[src/rtl/onfi_status_responder_if.sv]
// ONFI command/data bus between a host controller (master) and the NAND-target
// status responder (slave).
interface onfi_status_responder_if;
  logic       onfi_cen;
  logic       onfi_cle;
  logic       onfi_ale;
  logic       onfi_wen;
  logic [7:0] onfi_dq_i;
  logic [7:0] onfi_dq_o;
  logic       onfi_dq_oe;
  logic       onfi_dqs_o;
  logic       onfi_dqs_oe;

  modport master (
    output onfi_cen, onfi_cle, onfi_ale, onfi_wen, onfi_dq_i,
    input  onfi_dq_o, onfi_dq_oe, onfi_dqs_o, onfi_dqs_oe
  );

  modport slave (
    input  onfi_cen, onfi_cle, onfi_ale, onfi_wen, onfi_dq_i,
    output onfi_dq_o, onfi_dq_oe, onfi_dqs_o, onfi_dqs_oe
  );
endinterface

[src/rtl/onfi_status_responder.sv]
// NAND-target responder for ONFI Read Status: decodes 70h command strobes, waits tWHR,
// then returns the busy-masked status byte with a DQS preamble, burst and postamble.
module onfi_status_responder #(
  parameter int unsigned TWHR       = 6,
  parameter int unsigned BURST      = 4,
  parameter logic [7:0]  STATUS_CMD = 8'h70
) (
  input  logic                   onfi_clk,
  input  logic                   onfi_rstn,
  onfi_status_responder_if.slave bus,
  input  logic [7:0]             status_in,
  input  logic                   busy,
  output logic [15:0]            read_count
);
  typedef enum logic [2:0] {
    S_IDLE, S_WAIT_WHR, S_PREAMBLE, S_BURST, S_POSTAMBLE
  } state_e;

  localparam logic [5:0] WAIT_LOAD = 6'(TWHR - 1);
  localparam logic [3:0] LAST_BEAT = 4'(BURST - 1);

  state_e      state_q, state_d;
  logic [5:0]  wait_q, wait_d;
  logic [3:0]  beat_q, beat_d;
  logic [7:0]  sr_hold_q, sr_hold_d;
  logic        wen_q;
  logic [15:0] read_count_q;
  logic        read_done;
  logic [7:0]  dq_o_q, dq_o_d;
  logic        dq_oe_q, dq_oe_d;
  logic        dqs_o_q, dqs_o_d;
  logic        dqs_oe_q, dqs_oe_d;
  logic        status_strobe;
  logic [7:0]  status_masked;

  // A command latches on the WE# rising edge with CE# low, CLE high and ALE low.
  assign status_strobe = ~wen_q & bus.onfi_wen & ~bus.onfi_cen & bus.onfi_cle
                       & ~bus.onfi_ale & (bus.onfi_dq_i == STATUS_CMD);
  assign status_masked = {status_in[7], status_in[6] & ~busy, status_in[5] & ~busy,
                          status_in[4:0]};

  always_ff @(posedge onfi_clk) begin
    if (!onfi_rstn) begin
      state_q      <= S_IDLE;
      wait_q       <= '0;
      beat_q       <= '0;
      sr_hold_q    <= '0;
      wen_q        <= 1'b0;
      read_count_q <= '0;
      dq_o_q       <= '0;
      dq_oe_q      <= 1'b0;
      dqs_o_q      <= 1'b0;
      dqs_oe_q     <= 1'b0;
    end else begin
      state_q   <= state_d;
      wait_q    <= wait_d;
      beat_q    <= beat_d;
      sr_hold_q <= sr_hold_d;
      wen_q     <= bus.onfi_wen;
      dq_o_q    <= dq_o_d;
      dq_oe_q   <= dq_oe_d;
      dqs_o_q   <= dqs_o_d;
      dqs_oe_q  <= dqs_oe_d;
      if (read_done) begin
        read_count_q <= read_count_q + 16'd1;
      end
    end
  end

  always_comb begin
    state_d   = state_q;
    wait_d    = wait_q;
    beat_d    = beat_q;
    sr_hold_d = sr_hold_q;
    read_done = 1'b0;
    // Deselecting the target abandons any read in progress without counting it.
    if (bus.onfi_cen && (state_q != S_IDLE)) begin
      state_d = S_IDLE;
    end else begin
      case (state_q)
        S_IDLE: begin
          if (status_strobe) begin
            state_d = S_WAIT_WHR;
            wait_d  = WAIT_LOAD;
          end
        end
        S_WAIT_WHR: begin
          if (status_strobe) begin
            wait_d = WAIT_LOAD;
          end else if (wait_q == 6'd0) begin
            state_d   = S_PREAMBLE;
            sr_hold_d = status_masked;
          end else begin
            wait_d = wait_q - 6'd1;
          end
        end
        S_PREAMBLE: begin
          state_d = S_BURST;
          beat_d  = '0;
        end
        S_BURST: begin
          if (beat_q == LAST_BEAT) begin
            state_d = S_POSTAMBLE;
          end else begin
            beat_d = beat_q + 4'd1;
          end
        end
        S_POSTAMBLE: begin
          state_d   = S_IDLE;
          read_done = 1'b1;
        end
        default: state_d = S_IDLE;
      endcase
    end
  end

  // Outputs are decoded from the next state so the registered pins line up with the FSM.
  always_comb begin
    dq_o_d   = '0;
    dq_oe_d  = 1'b0;
    dqs_o_d  = 1'b0;
    dqs_oe_d = 1'b0;
    case (state_d)
      S_PREAMBLE, S_POSTAMBLE: begin
        dq_oe_d  = 1'b1;
        dqs_oe_d = 1'b1;
        dq_o_d   = sr_hold_d;
      end
      S_BURST: begin
        dq_oe_d  = 1'b1;
        dqs_oe_d = 1'b1;
        dq_o_d   = sr_hold_d;
        dqs_o_d  = ~beat_d[0];
      end
      default: ;
    endcase
  end

  assign bus.onfi_dq_o   = dq_o_q;
  assign bus.onfi_dq_oe  = dq_oe_q;
  assign bus.onfi_dqs_o  = dqs_o_q;
  assign bus.onfi_dqs_oe = dqs_oe_q;
  assign read_count      = read_count_q;
endmodule

[src/flat_wrapper.sv]
// flat-port wrapper written by rule: the top's interface ports become plain ports
module onfi_status_responder_flat 
#(
  parameter int unsigned TWHR       = 6,
  parameter int unsigned BURST      = 4,
  parameter logic [7:0]  STATUS_CMD = 8'h70
)
  (onfi_clk, onfi_rstn, status_in, busy, read_count, bus_onfi_cen, bus_onfi_cle, bus_onfi_ale, bus_onfi_wen, bus_onfi_dq_i, bus_onfi_dq_o, bus_onfi_dq_oe, bus_onfi_dqs_o, bus_onfi_dqs_oe);
  onfi_status_responder_if bus_i ();
  input  logic onfi_clk;
  input  logic onfi_rstn;
  input  logic [7:0] status_in;
  input  logic busy;
  output logic [15:0] read_count;
  input wire logic [$bits(bus_i.onfi_cen)-1:0] bus_onfi_cen;
  input wire logic [$bits(bus_i.onfi_cle)-1:0] bus_onfi_cle;
  input wire logic [$bits(bus_i.onfi_ale)-1:0] bus_onfi_ale;
  input wire logic [$bits(bus_i.onfi_wen)-1:0] bus_onfi_wen;
  input wire logic [$bits(bus_i.onfi_dq_i)-1:0] bus_onfi_dq_i;
  output wire logic [$bits(bus_i.onfi_dq_o)-1:0] bus_onfi_dq_o;
  output wire logic [$bits(bus_i.onfi_dq_oe)-1:0] bus_onfi_dq_oe;
  output wire logic [$bits(bus_i.onfi_dqs_o)-1:0] bus_onfi_dqs_o;
  output wire logic [$bits(bus_i.onfi_dqs_oe)-1:0] bus_onfi_dqs_oe;
  assign bus_i.onfi_cen = bus_onfi_cen;
  assign bus_i.onfi_cle = bus_onfi_cle;
  assign bus_i.onfi_ale = bus_onfi_ale;
  assign bus_i.onfi_wen = bus_onfi_wen;
  assign bus_i.onfi_dq_i = bus_onfi_dq_i;
  assign bus_onfi_dq_o = bus_i.onfi_dq_o;
  assign bus_onfi_dq_oe = bus_i.onfi_dq_oe;
  assign bus_onfi_dqs_o = bus_i.onfi_dqs_o;
  assign bus_onfi_dqs_oe = bus_i.onfi_dqs_oe;
  onfi_status_responder #(.TWHR(TWHR), .BURST(BURST), .STATUS_CMD(STATUS_CMD)) u_core (.onfi_clk(onfi_clk), .onfi_rstn(onfi_rstn), .bus(bus_i), .status_in(status_in), .busy(busy), .read_count(read_count));
endmodule
[config.mk]
export PLATFORM = sky130hd
export DESIGN_NAME = onfi_status_responder_flat
export DESIGN_NICKNAME = d
export VERILOG_FILES = /design/src/rtl/onfi_status_responder_if.sv /design/src/rtl/onfi_status_responder.sv /design/src/flat_wrapper.sv
export SDC_FILE = /design/constraint.sdc
export NUM_CORES = 1
export LEC_CHECK = 0
export CORE_ASPECT_RATIO = 1.75
export CORE_UTILIZATION = 51
export DETAILED_ROUTE_END_ITERATION = 8
export PLACE_DENSITY = 0.82
export SYNTH_ARGS = -nofsm -noshare
export SYNTH_HDL_FRONTEND = slang
export SYNTH_SLANG_ARGS = --single-unit
[constraint.sdc]
create_clock -name onfi_clk -period 5.4 [get_ports onfi_clk]
set_input_delay 1.08 -clock onfi_clk [delete_from_list [all_inputs] [get_ports onfi_clk]]
set_output_delay 1.08 -clock onfi_clk [all_outputs]
set_load 0.03 [all_outputs]
After elaboration in Yosys (flattened, before gate mapping)
Cells that the tools add are included.
Storage, ports and cells
  output and inout bits: 27
  input bits: 23
  bits in registers: 48
Cells by class
  equal/unequal tests: 12
  multiplexer cells: 20
  reductions and logical operators: 11
  add/sub/neg operators: 3
  bitwise gates (word level): 13
Operator list (count)
  two-way mux 8 bit: 4
  two-way mux 6 bit: 3
  adder 16 x 1 -> 16 bit, second input constant: 1
  two-way mux 3 bit: 5
  equality test 3 x 2 -> 1 bit, second input constant: 4
  case mux 3 bit (4 select lines): 1
  case mux 6 bit (2 select lines): 1
  equality test 8 x 7 -> 1 bit, second input constant: 1
  case mux 4 bit (2 select lines): 1
  AND 1 bit: 7
  equality test 3 bit, second input constant: 2
  zero test 6 bit: 1
  NOT 1 bit: 6
  subtractor 6 x 1 -> 6 bit, second input constant: 1
  adder 4 x 1 -> 4 bit, second input constant: 1
  equality test 4 x 2 -> 1 bit, second input constant: 1
  two-way mux 1 bit: 4
  two-way mux 4 bit: 1
  AND reduction 2 bit: 2
  AND reduction 4 bit: 1
  nonzero test 2 bit: 2
  equality test 3 x 1 -> 1 bit, second input constant: 1
  zero test 3 bit: 1
  != test 3 x 2 -> 1 bit, second input constant: 1
  other kinds (6): 6

Longest topological paths before layout
Gate-level depths: netlist (run 1).
  word-level depth: 12
  gate-level depth with buffers: 6

Worst setup path before layout (run 1)
OpenSTA, ideal clock, no wires.
  kind: input-to-reg
  start: input port bus_onfi_cen
  end: register u_core.wait_q[4]
  setup time: 72 ps
  path buffers: 1
  path slack: 2790 ps
  stages: 5
  data required time: 5328 ps
  arrival time: 2538 ps
  cells stage by stage: clkbuf_1 -> a211o_1 -> or4b_2 -> a21oi_1 -> mux2i_1
Between the ends
  word-level cells in the longest chain between the ends: 7
Ends and longest elaborated chain
  from (decl): line flat_wrapper.sv:15  | input wire logic [$bits(bus_i.onfi_cen)-1:0] bus_onfi_cen;
  NOT 1 bit: line onfi_status_responder.sv:37  | assign status_strobe = ~wen_q & bus.onfi_wen & ~bus.onfi_cen & bus.onfi_cle
  AND 1 bit (2 in series): line onfi_status_responder.sv:37
  AND 1 bit (2 in series): line onfi_status_responder.sv:38  | & ~bus.onfi_ale & (bus.onfi_dq_i == STATUS_CMD);
  != test 3 x 2 -> 1 bit (no line), or another cell as far along
  AND reduction 4 bit (no line) / case mux 6 bit (2 select lines) (equally long branches)
  to (signal assigned): line onfi_status_responder.sv:56  | wait_q <= wait_d;
  to (decl): line onfi_status_responder.sv:23  | logic [5:0] wait_q, wait_d;
Parallel ways exist; a longest one is shown, timed or not.
A chain may end at the register's enable or synchronous reset.

Worst setup path after layout (run 1)
  start: input port bus_onfi_cen
  end: register u_core.dq_o_q[3] (netlist: u_core.bus.onfi_dq_o[3])
Between the ends
  word-level cells in the longest chain between the ends: 11
Ends and longest elaborated chain
  NOT 1 bit: line onfi_status_responder.sv:37
  AND 1 bit (2 in series): line onfi_status_responder.sv:37
  AND 1 bit (2 in series): line onfi_status_responder.sv:38
  two-way mux 3 bit, on equally long branches: line onfi_status_responder.sv:88, onfi_status_responder.sv:82
  case mux 3 bit (4 select lines): line onfi_status_responder.sv:80  | case (state_q)
  two-way mux 3 bit: line onfi_status_responder.sv:77  | if (bus.onfi_cen && (state_q != S_IDLE)) begin
  equality test 3 x 2 -> 1 bit / equality test 3 bit (equally long branches): line onfi_status_responder.sv:123  | case (state_d)
  OR reduction 3 bit (no line)
  AND reduction 2 bit (no line)
  to (signal assigned): line onfi_status_responder.sv:60  | dq_o_q <= dq_o_d;
  to (decl): line onfi_status_responder.sv:29  | logic [7:0] dq_o_q, dq_o_d;
Parallel ways exist; a longest one is shown, timed or not.

==> results of run 1 <==
## layer usage
layer | part of all wire (%) | GRT usage, %
met5 | 0 | 0
met2 | 55 | 43.3
met1 | 41 | 25.6
met3 | 2.6 | 4.81
met4 | 2.1 | 10.8
## layout by cell type (no fill, tap or decap), types with 3 or more instances in the layout
master,n
clkdlybuf4s50_1,49
a21oi_1,25
o31ai_1,4
mux2i_1,6
o211ai_1,4
nand2_1,9
nor2_1,16
clkbuf_8,5
and3_1,3
inv_1,6
nand2b_1,4
nor3_1,3
dfxtp_1,48
nand4_1,15
nor3b_1,3
or3_1,4
o21ai_0,19
xor2_1,6
or4_1,6
ha_1,3
a211oi_1,10
nand3_1,6
nor2b_1,5
## worst max-delay path: stages
cell and delay [ps]:
clkdlybuf4s50_1 590, nor4bb_1 390, nand4_1 140, buf_4 240
a31oi_1 600, a211oi_1 110
## cell families after synthesis
| kind of cell | Yosys count | share of synthesized area, % |
|---|---|---|
| simple gates | 90 | 25.2 |
| compound gates | 72 | 19.9 |
| flops | 48 | 43.9 |
| buf+inv | 21 | 3.77 |
| xor+xnor | 7 | 2.80 |
| mux | 6 | 2.74 |
| fa+ha+maj | 3 | 1.71 |
## flip-flops by register name, summed over array words and instances (netlist names)
name / count
u_core.read_count: 16
u_core.bus.onfi_dq_o: 8
u_core.bus.onfi_dqs_o: 1
u_core.beat_q: 4
u_core.state_q: 3
u_core.bus.onfi_dqs_oe: 1
u_core.wait_q: 6
u_core.wen_q: 1
u_core.sr_hold_q: 8
## area by class of cell
type                       instances  area [sq um]  share of cell area (%)
tap                               49          61.3                    2.18
inverter                           6          22.5                   0.802
sequential                        48           961                    34.2
multi-input combinational        178          1150                    40.8
timing repair buffer              51           505                    18.0
clock inverter                     3          42.5                    1.51
clock buffer                       5          68.8                    2.45
## worst max-delay path by stage
stage,end,slack (ps),cells past startpoint
floorplan,u_core.wait_q[4],2790,5
global placement,u_core.wait_q[4],2160,5
detailed placement,u_core.bus.onfi_dq_o[3],2090,6
CTS,u_core.bus.onfi_dq_o[3],2410,6
global route,u_core.read_count[11],2240,5
finish,u_core.bus.onfi_dq_o[3],2410,6
## metrics by stage
stage | hold slack, ps | setup slack (ps) | power (mW)
final | 484 | 2410 | 0.642
after global placement | 463 | 2160 | 0.390
after global routing | 511 | 2240 | 0.663
after floorplan | 443 | 2790 | 0.372
after detailed placement | 475 | 2090 | 0.391
after CTS | 490 | 2410 | 0.647
## power breakdown
group / internal (mW) / switching (mW) / leakage, nW
registers: 0.354 / 0.000128 / 0.387
clock network: 0.137 / 0.123 / 0.0541
logic: 0.0165 / 0.0117 / 0.528
total: 0.508 / 0.135 / 0.968
==> metrics.txt, run 1 <==
R2R Path End u_core.bus.onfi_dq_o[3]; Die Height approximately 89 um; Hold Vio Cnt, Final 0; Site Rows 31; largest net degree at the start of global routing 31; worst r2r src u_core.wait_q[2]; maximum clock frequency 0.334 GHz; first-pass GRT wire length 8.21 mm; Synth top area share between 40% and 50%; asr flop ratio synth 0%; Max Clock Skew 6.26 ps; Routed Wire Length between 5 and 6 mm; CTS H-Tree Depth 2; most common flop cell mapped by yosys dfxtp_1; r2r setup slk 3220 ps; synth top area cells dfxtp_1 (44%), a21oi_1 (5.7%), o21ai_0 (4.3%); drt via density 5.88; Setup crit end kind register; Avg Cell Area, Syn 8.87 sq um; DRC viols 0; Synth Register Bits 48; final instance area 2810 sq um; Max Cap Violations 0; Root Buffer clkbuf_8; WL/cell 14.8 um; Clock Sinks 48; setup bufs post-CTS 0; CTS clk-pin slew, worst paths 90 ps; synth unique cells 43; Die Footprint roughly 4600 sq um; status finished clean; Core Area 4110 sq um; count of buffers from port buffering 49; Post-Synthesis Cell Area 2190 sq um; Mapped Cells 247; CP startpoint bus_onfi_cen; WHS Path Cells 2; worst vdd ir roughly 220 uV; CTS Buffer Depth 2; Endpoint, Worst Hold u_core.read_count[15]; initial antenna violation count 0; Post-synth EDFFs 0; Die Span X 51.5 um; Post-DRT Antenna Nets 0; drt first pass iters 4; pwr dens 229 nW/um^2; vias in the first global route 1895; post-synthesis sequential area ratio 43.9%; IO Pins 50; Slew HR 34.6%; fin util 68.3%; Critical Path Fanout Max 25; RePlAce Congestion 0.807; CTS buffer count 5; Critical Path RT 5550 ps; CP Launch Type primary input; RSZ-0062 raised after global routing no; largest area contributor in the netlist dfxtp_1; Leak Pwr 0.968 nW; fin. max-slew vios 0; Hold Buf Count CTS 0; number of fill cells in the layout 362; Non-Filler Instances 340; Final Cycle Share 55.5%; Worst Reg-to-Reg Cells 4; share of cells above drive strength 1 4.81%; post_cts resized 0; CTS tree built; worst skew pair latency 300 ps; initial drt markers 43; remaining global-route overflow 0; worst hold path type register to register; Final setup viols 0; Initial Util 53.3%; ANT cells 0; syn_nets 273; Detailed Place HPWL 3.52 mm; Warnings, synthesis 0; Area Overhead vs Synth 28.2%; Setup CP Type primary input to register; most common cell in the netlist dfxtp_1; GR Util All Layers 23.8%; arrival time at the worst endpoint 3150 ps; vias 1999; Final #Nets 316; Post-synth top cells dfxtp_1 (48), a21oi_1 (25), o21ai_0 (19), nor2_1 (16), nand4_1 (15); Cell Count Post-Placement ~330; fin crit period ~3000 ps; Slew @ Worst Pin 980 ps; dpl cell area 2700 sq um; worst hold start u_core.read_count[15]; final setup TNS 0 ps
Power figures use the tool's default switching activity.
==> run 2, diff against run 1 <==
--- a/config.mk
+++ b/config.mk
@@ -6,9 +6,9 @@
 export NUM_CORES = 1
 export LEC_CHECK = 0
 export CORE_ASPECT_RATIO = 1.75
-export CORE_UTILIZATION = 51
+export CORE_UTILIZATION = 50
 export DETAILED_ROUTE_END_ITERATION = 8
-export PLACE_DENSITY = 0.82
+export PLACE_DENSITY = 0.81
 export SYNTH_ARGS = -nofsm -noshare
 export SYNTH_HDL_FRONTEND = slang
 export SYNTH_SLANG_ARGS = --single-unit
==> constraint.sdc (replaced) <==
create_clock -name onfi_clk -period 2.8 [get_ports onfi_clk]
set_input_delay 0.56 -clock onfi_clk [delete_from_list [all_inputs] [get_ports onfi_clk]]
set_output_delay 0.56 -clock onfi_clk [all_outputs]
set_load 0.03 [all_outputs]
==> metrics.txt, run 2 (synthesis gave the netlist of run 1 again) <==
CTS H-Tree Depth 2 (unchanged); Final #Nets 322 (+1.9%); initial drt markers 49 (+14%); Hold Buf Count CTS 0 (unchanged); drt first pass iters 4 (unchanged); fin crit period 2210 ps; commonest non-fill, non-tap cell in the layout clkdlybuf4s50_1; Final setup viols 0 (unchanged); Initial Util 52.8% (-0.50 points); IO Pins 50 (unchanged); worst hold start u_core.read_count[15]; drt via density 5.98 (+1.7%); Setup crit end kind register; ANT cells 0 (unchanged); vias in the first global route 1867 (-1.5%); Worst Reg-to-Reg Cells 5 (+1); sequential group share of total power 47.9% (-7.2 points); status finished clean; critical path depth 6 (unchanged); Detailed Place HPWL 3.68 mm (+4.6%); setup bufs post-CTS 0 (unchanged); Slew HR 52.6% (+18 points); P_int 1.16 mW (+130%); maximum clock frequency 0.452 GHz; post_cts resized 0 (unchanged); Die Span X 52.0 um (+0.96%); Slowest-stage cell, CP clkdlybuf4s50_1; initial antenna violation count 0 (unchanged); commonest cells after routing, fill and taps aside clkdlybuf4s50_1 (49), dfxtp_1 (48), a21oi_1 (25); Final WS setup 588 ps (-1820 ps); Die Height 89.6 um (+0.97%); CTS clk-pin slew, worst paths 90 ps (about the same); GR Util All Layers 24.3% (+0.55 points); Core Area 4150 sq um (+0.94%); worst vdd ir 611 uV (+180%); share of cells above drive strength 1 6.73% (+1.9 points); worst hold path type register to register; worst r2r src u_core.wait_q[2]; Post-Place Setup Slack 285 ps (-1810 ps); CTS Buffer Depth 2 (unchanged); max incr delay on CP 470 ps (-130 ps); WHS Path Cells 2 (unchanged); Site Rows 31 (unchanged); R2R Path End u_core.bus.onfi_dq_o[3]; net switching power 263 uW (+95%); largest net degree at the start of global routing 26 (-16%); count of buffers from port buffering 49 (unchanged); fin. max-slew vios 0 (unchanged); Slew @ Worst Pin 710 ps (-271 ps); Endpoint, Worst Hold u_core.read_count[15]; first-pass GRT wire length 8.47 mm (+3.1%); worst path cell trace clkdlybuf4s50_1 > buf_4 > nor4b_1 > nand3_1 > o21ai_0 > a211oi_1; Max Clock Skew 3.15 ps (-3.11 ps); CP Launch Type primary input; worst skew pair latency 300 ps (about the same); Setup CP Type primary input to register; Max Cap Violations 0 (unchanged); hold_ws 487 ps (+2.42 ps); Critical Path Fanout Max 8 (-68%); DRC viols 0 (unchanged); Final Cycle Share between 70 and 80%; RSZ-0062 raised after global routing no; r2r setup slk 780 ps (-2440 ps); Hold Vio Cnt, Final 0 (unchanged); Post-DRT Antenna Nets 0 (unchanged); Routed Wire Length 5.24 mm (+4.4%); Clk pwr share 48.1% (+7.6 points); Clock Sinks 48 (unchanged); vias 2068 (+3.5%); CTS tree built; final setup TNS 0 ps (unchanged); Area Overhead vs Synth 32.4%; Leak Pwr 1.02 nW (+5.5%); max reg flops 16 (unchanged); sw frac 18.4% (-2.6 points); critical path's top delay family buffers and inverters; remaining global-route overflow 0 (unchanged); total power 1.43 mW (+120%); RePlAce Congestion 0.766 (-5.2%); CTS buffer count 5 (unchanged); WL/cell 15.2 um (+2.6%); Root Buffer clkbuf_8; Critical Path RT 2970 ps (-2580 ps); arrival time at the worst endpoint 2380 ps (-770 ps); Comb power frac 4.0% (-0.4 points); Die Footprint 4660 sq um (+1.9%); pwr dens 492 nW/um^2 (+110%); CP Buf/Inv Count 2 (unchanged)
## run 2: routing by layer
metal | part of all wire [%] | global-route usage [%] | up-vias | wire, um
met5 | 0 | 0 | - | 0
met4 | 2.3 | 11.8 | 0 | 121
met3 | 2.9 | 4.76 | 11 | 151
met2 | 55 | 44.6 | 49 | 2910
met1 | 39 | 25.6 | 988 | 2070
li1 | - | - | 1020 | -
## run 2: how the worst max path moves through the flow
stage / endpoint / slack, ps / startpoint
global route: u_core.bus.onfi_dq_o[3] / 450 / bus_onfi_cen
global placement: u_core.wait_q[4] / 310 / bus_onfi_cen
detailed placement: u_core.wait_q[4] / 280 / bus_onfi_cen
floorplan: u_core.wait_q[4] / 710 / bus_onfi_cen
finish: u_core.bus.onfi_dq_o[3] / 590 / bus_onfi_cen
CTS: u_core.wait_q[4] / 610 / bus_onfi_cen
## run 2: cell type report
class | instances | area [sq um]
clock buffers | 5 | 68.8
clock inverters | 3 | 90.1
inverters | 6 | 22.5
well taps | 49 | 61.3
repair buffers | 57 | 551
fillers | 343 | 1250
multi-input cells | 178 | 1150
flip-flops and latches | 48 | 961
## run 2: tightest hold or removal path, delay by kind of cell (launching register included)
family	cells	cell delay [ps]
multiplexers	1	50
flip-flops	1	340
AND/OR/NAND/NOR	1	60
## run 2: power groups by stage
stage / Clock, mW / Combinational, mW / Sequential, mW
CTS: 0.694 / 0.0578 / 0.683
global route: 0.719 / 0.0625 / 0.683
floorplan: 0 / 0.0191 / 0.699
finish: 0.686 / 0.0576 / 0.683
detailed placement: 0 / 0.0579 / 0.699
global placement: 0 / 0.0570 / 0.699
## run 2: through the flow
stage	util [%]	std cells	area [sq um]
4_1_cts	69.9	346	2900
5_1_grt	69.9	346	2900
3_5_place_dp	66.1	338	2740
3_3_place_gp	66.1	338	2740
2_1_floorplan	-	247	2190
6_report	69.9	346	2900
==> run 3, diff against run 2 <==
--- a/config.mk
+++ b/config.mk
@@ -6,9 +6,9 @@
 export NUM_CORES = 1
 export LEC_CHECK = 0
 export CORE_ASPECT_RATIO = 1.75
-export CORE_UTILIZATION = 50
+export CORE_UTILIZATION = 45
 export DETAILED_ROUTE_END_ITERATION = 8
-export PLACE_DENSITY = 0.81
+export PLACE_DENSITY = 0.77
 export SYNTH_ARGS = -nofsm -noshare
 export SYNTH_HDL_FRONTEND = slang
 export SYNTH_SLANG_ARGS = --single-unit
==> constraint.sdc (replaced) <==
create_clock -name onfi_clk -period 2 [get_ports onfi_clk]
set_input_delay 0.4 -clock onfi_clk [delete_from_list [all_inputs] [get_ports onfi_clk]]
set_output_delay 0.4 -clock onfi_clk [all_outputs]
set_load 0.03 [all_outputs]
==> metrics.txt, run 3 (synthesis gave the netlist of run 1 again) <==
status finished clean; Hold Buf Count CTS 0 (unchanged); max incr delay on CP 720 ps (+250 ps); maximum clock frequency between 0.5 and 0.6 GHz; CTS buffer count 5 (unchanged); largest net degree at the start of global routing 16 (-38%); Area Overhead vs Synth 37.4%; first-pass GRT wire length 8.44 mm (-0.33%); share of cells above drive strength 1 12.1% (+5.4 points); Leak Pwr 1.10 nW (+7.6%); remaining global-route overflow 0 (unchanged); worst hold path type register to register; Final setup viols 0 (unchanged); Setup crit end kind output port; CP Launch Type register; CTS Buffer Depth 2 (unchanged); CTS tree built; Final Cycle Share 94.3%; critical path's top delay family buffers and inverters; worst hold start u_core.beat_q[3]; Setup CP Type register to output port; worst r2r src u_core.state_q[0]; CP Buf/Inv Count 1 (-1); fin util 64.5% (-5.4 points); Root Buffer clkbuf_8; DRC viols 0 (unchanged); Post-Place Setup Slack -299 ps (-583 ps); R2R Path End u_core.wait_q[4]; Max Clock Skew 5.30 ps (+2.15 ps); Die Span X 54.7 um (+5.2%); Routed Wire Length 5.21 mm (-0.65%); dpl cell area 2870 sq um (+4.8%); WHS Path Cells 1 (-1); setup bufs post-CTS 0 (unchanged); Core Area 4670 sq um (+12%); max reg flops 16 (unchanged); vias 2156 (+4.3%); RePlAce Congestion 0.872 (+14%); r2r setup slk 220 ps (-560 ps); Clock Sinks 48 (unchanged); Die Footprint 5160 sq um (+11%); worst skew pair latency 300 ps (about the same); worst path cell trace clkdlybuf4s50_1; initial drt markers 38 (-22%); Endpoint, Worst Hold u_core.beat_q[3]; Detailed Place HPWL 3.82 mm (+3.8%); critical path depth 1 (-5); IO Pins 50 (unchanged); Die Height 94.3 um (+5.3%); fin. max-slew vios 0 (unchanged); CTS H-Tree Depth 2 (unchanged); Critical Path Fanout Max 6 (-2); Slew @ Worst Pin 663 ps (-46.3 ps); drt via density 5.89 (-1.4%); Critical Path RT 1600 ps (-1370 ps); RSZ-0062 raised after global routing no; CTS clk-pin slew, worst paths 80 ps (about the same); worst vdd ir 579 uV (-5.2%); pwr dens 600 nW/um^2 (+22%); arrival time at the worst endpoint 1490 ps (-890 ps); initial antenna violation count 0 (unchanged); hold_ws 485 ps (-1.45 ps); drt first pass iters 4 (unchanged); Slowest-stage cell, CP clkdlybuf4s50_1; Final #Nets 339 (+5.3%); Initial Util 47.0% (-5.8 points); Site Rows 33 (+6.5%); Worst Reg-to-Reg Cells 4 (-1); Hold Vio Cnt, Final 0 (unchanged); ANT cells 0 (unchanged); Slew HR 55.6% (+3.1 points); vias in the first global route 1970 (+5.5%); WL/cell 14.2 um (-6.1%); count of buffers from port buffering 49 (unchanged); GR Util All Layers 21.9% (-2.4 points); total power 1.81 mW (+27%); commonest cells after routing, fill and taps aside clkdlybuf4s50_1 (48), dfxtp_1 (48), a21oi_1 (25), buf_4 (25), o21ai_0 (19); Final WS setup 115 ps (-473 ps); final instance area 3010 sq um (+3.7%); Max Cap Violations 0 (unchanged); fin crit period 1890 ps; Post-DRT Antenna Nets 0 (unchanged)
==> run 3: cell types whose count changed in the layout (fill, tap and decap cells not counted) <==
cell	delta
clkdlybuf4s50_1	-1
nor4b_2	+1
bufinv_16	-2
buf_4	+17
nor4b_1	-1
clkbuf_8	+2
dlymetal6s2s_1	+1
==> run 3: layout make-up <==
type                    count  area (sq um)
fillers                   411          1660
inverters                   6          22.5
multi-input cells         178          1150
flip-flops and latches     48           961
well taps                  52          65.1
clock buffers               7          96.3
repair buffers             74           681
clock inverters             1          30.0
==> run 3: through the flow <==
step,instances,TNS [ps]
floorplan,247,0
global placement,358,-4260
detailed placement,358,-5120
CTS,366,0
global route,366,0
finish,366,0
==> run 3: worst max path at each step <==
| stage | startpoint | slack [ps] | end |
|---|---|---|---|
| 6_report | u_core.read_count[2] | 110 | read_count[2] |
| 3_3_place_gp | bus_onfi_cen | -260 | u_core.wait_q[4] |
| 4_1_cts | bus_onfi_cen | 8 | u_core.read_count[14] |
| 5_1_grt | bus_onfi_cle | 50 | u_core.wait_q[1] |
| 3_5_place_dp | bus_onfi_cen | -300 | u_core.read_count[14] |
| 2_1_floorplan | bus_onfi_cen | 70 | u_core.wait_q[4] |
==> run 3: worst register-to-register path, stage by stage, from the launching register on <==
cell and delay (ps):
dfxtp_1 410, a211o_1 310, or4b_2 630, a21oi_1 170
mux2i_1 190
==> run 3: what timing repair did <==
action / in CTS / in global routing
resized for setup: 0 / 2
endpoints found under the hold margin: 0 / 0
endpoints found under the setup margin: 0 / 9
==> run 3: metal layers <==
metal | global-route usage [%] | vias to the layer above | part of all wire [%]
met1 | 22.9 | 1046 | 40
met3 | 4.05 | 12 | 2.2
li1 | - | 1058 | -
met5 | 0 | - | 0
met4 | 10.5 | 0 | 2.8
met2 | 39.4 | 40 | 55
==> run 3: report_power, final <==
part	leakage, nW	switching (mW)	internal, mW	total, mW
Combinational	0.649	0.0337	0.0513	0.0850
Sequential	0.387	0.000407	0.956	0.956
Clock	0.0645	0.324	0.441	0.765
Total	1.10	0.358	1.45	1.81
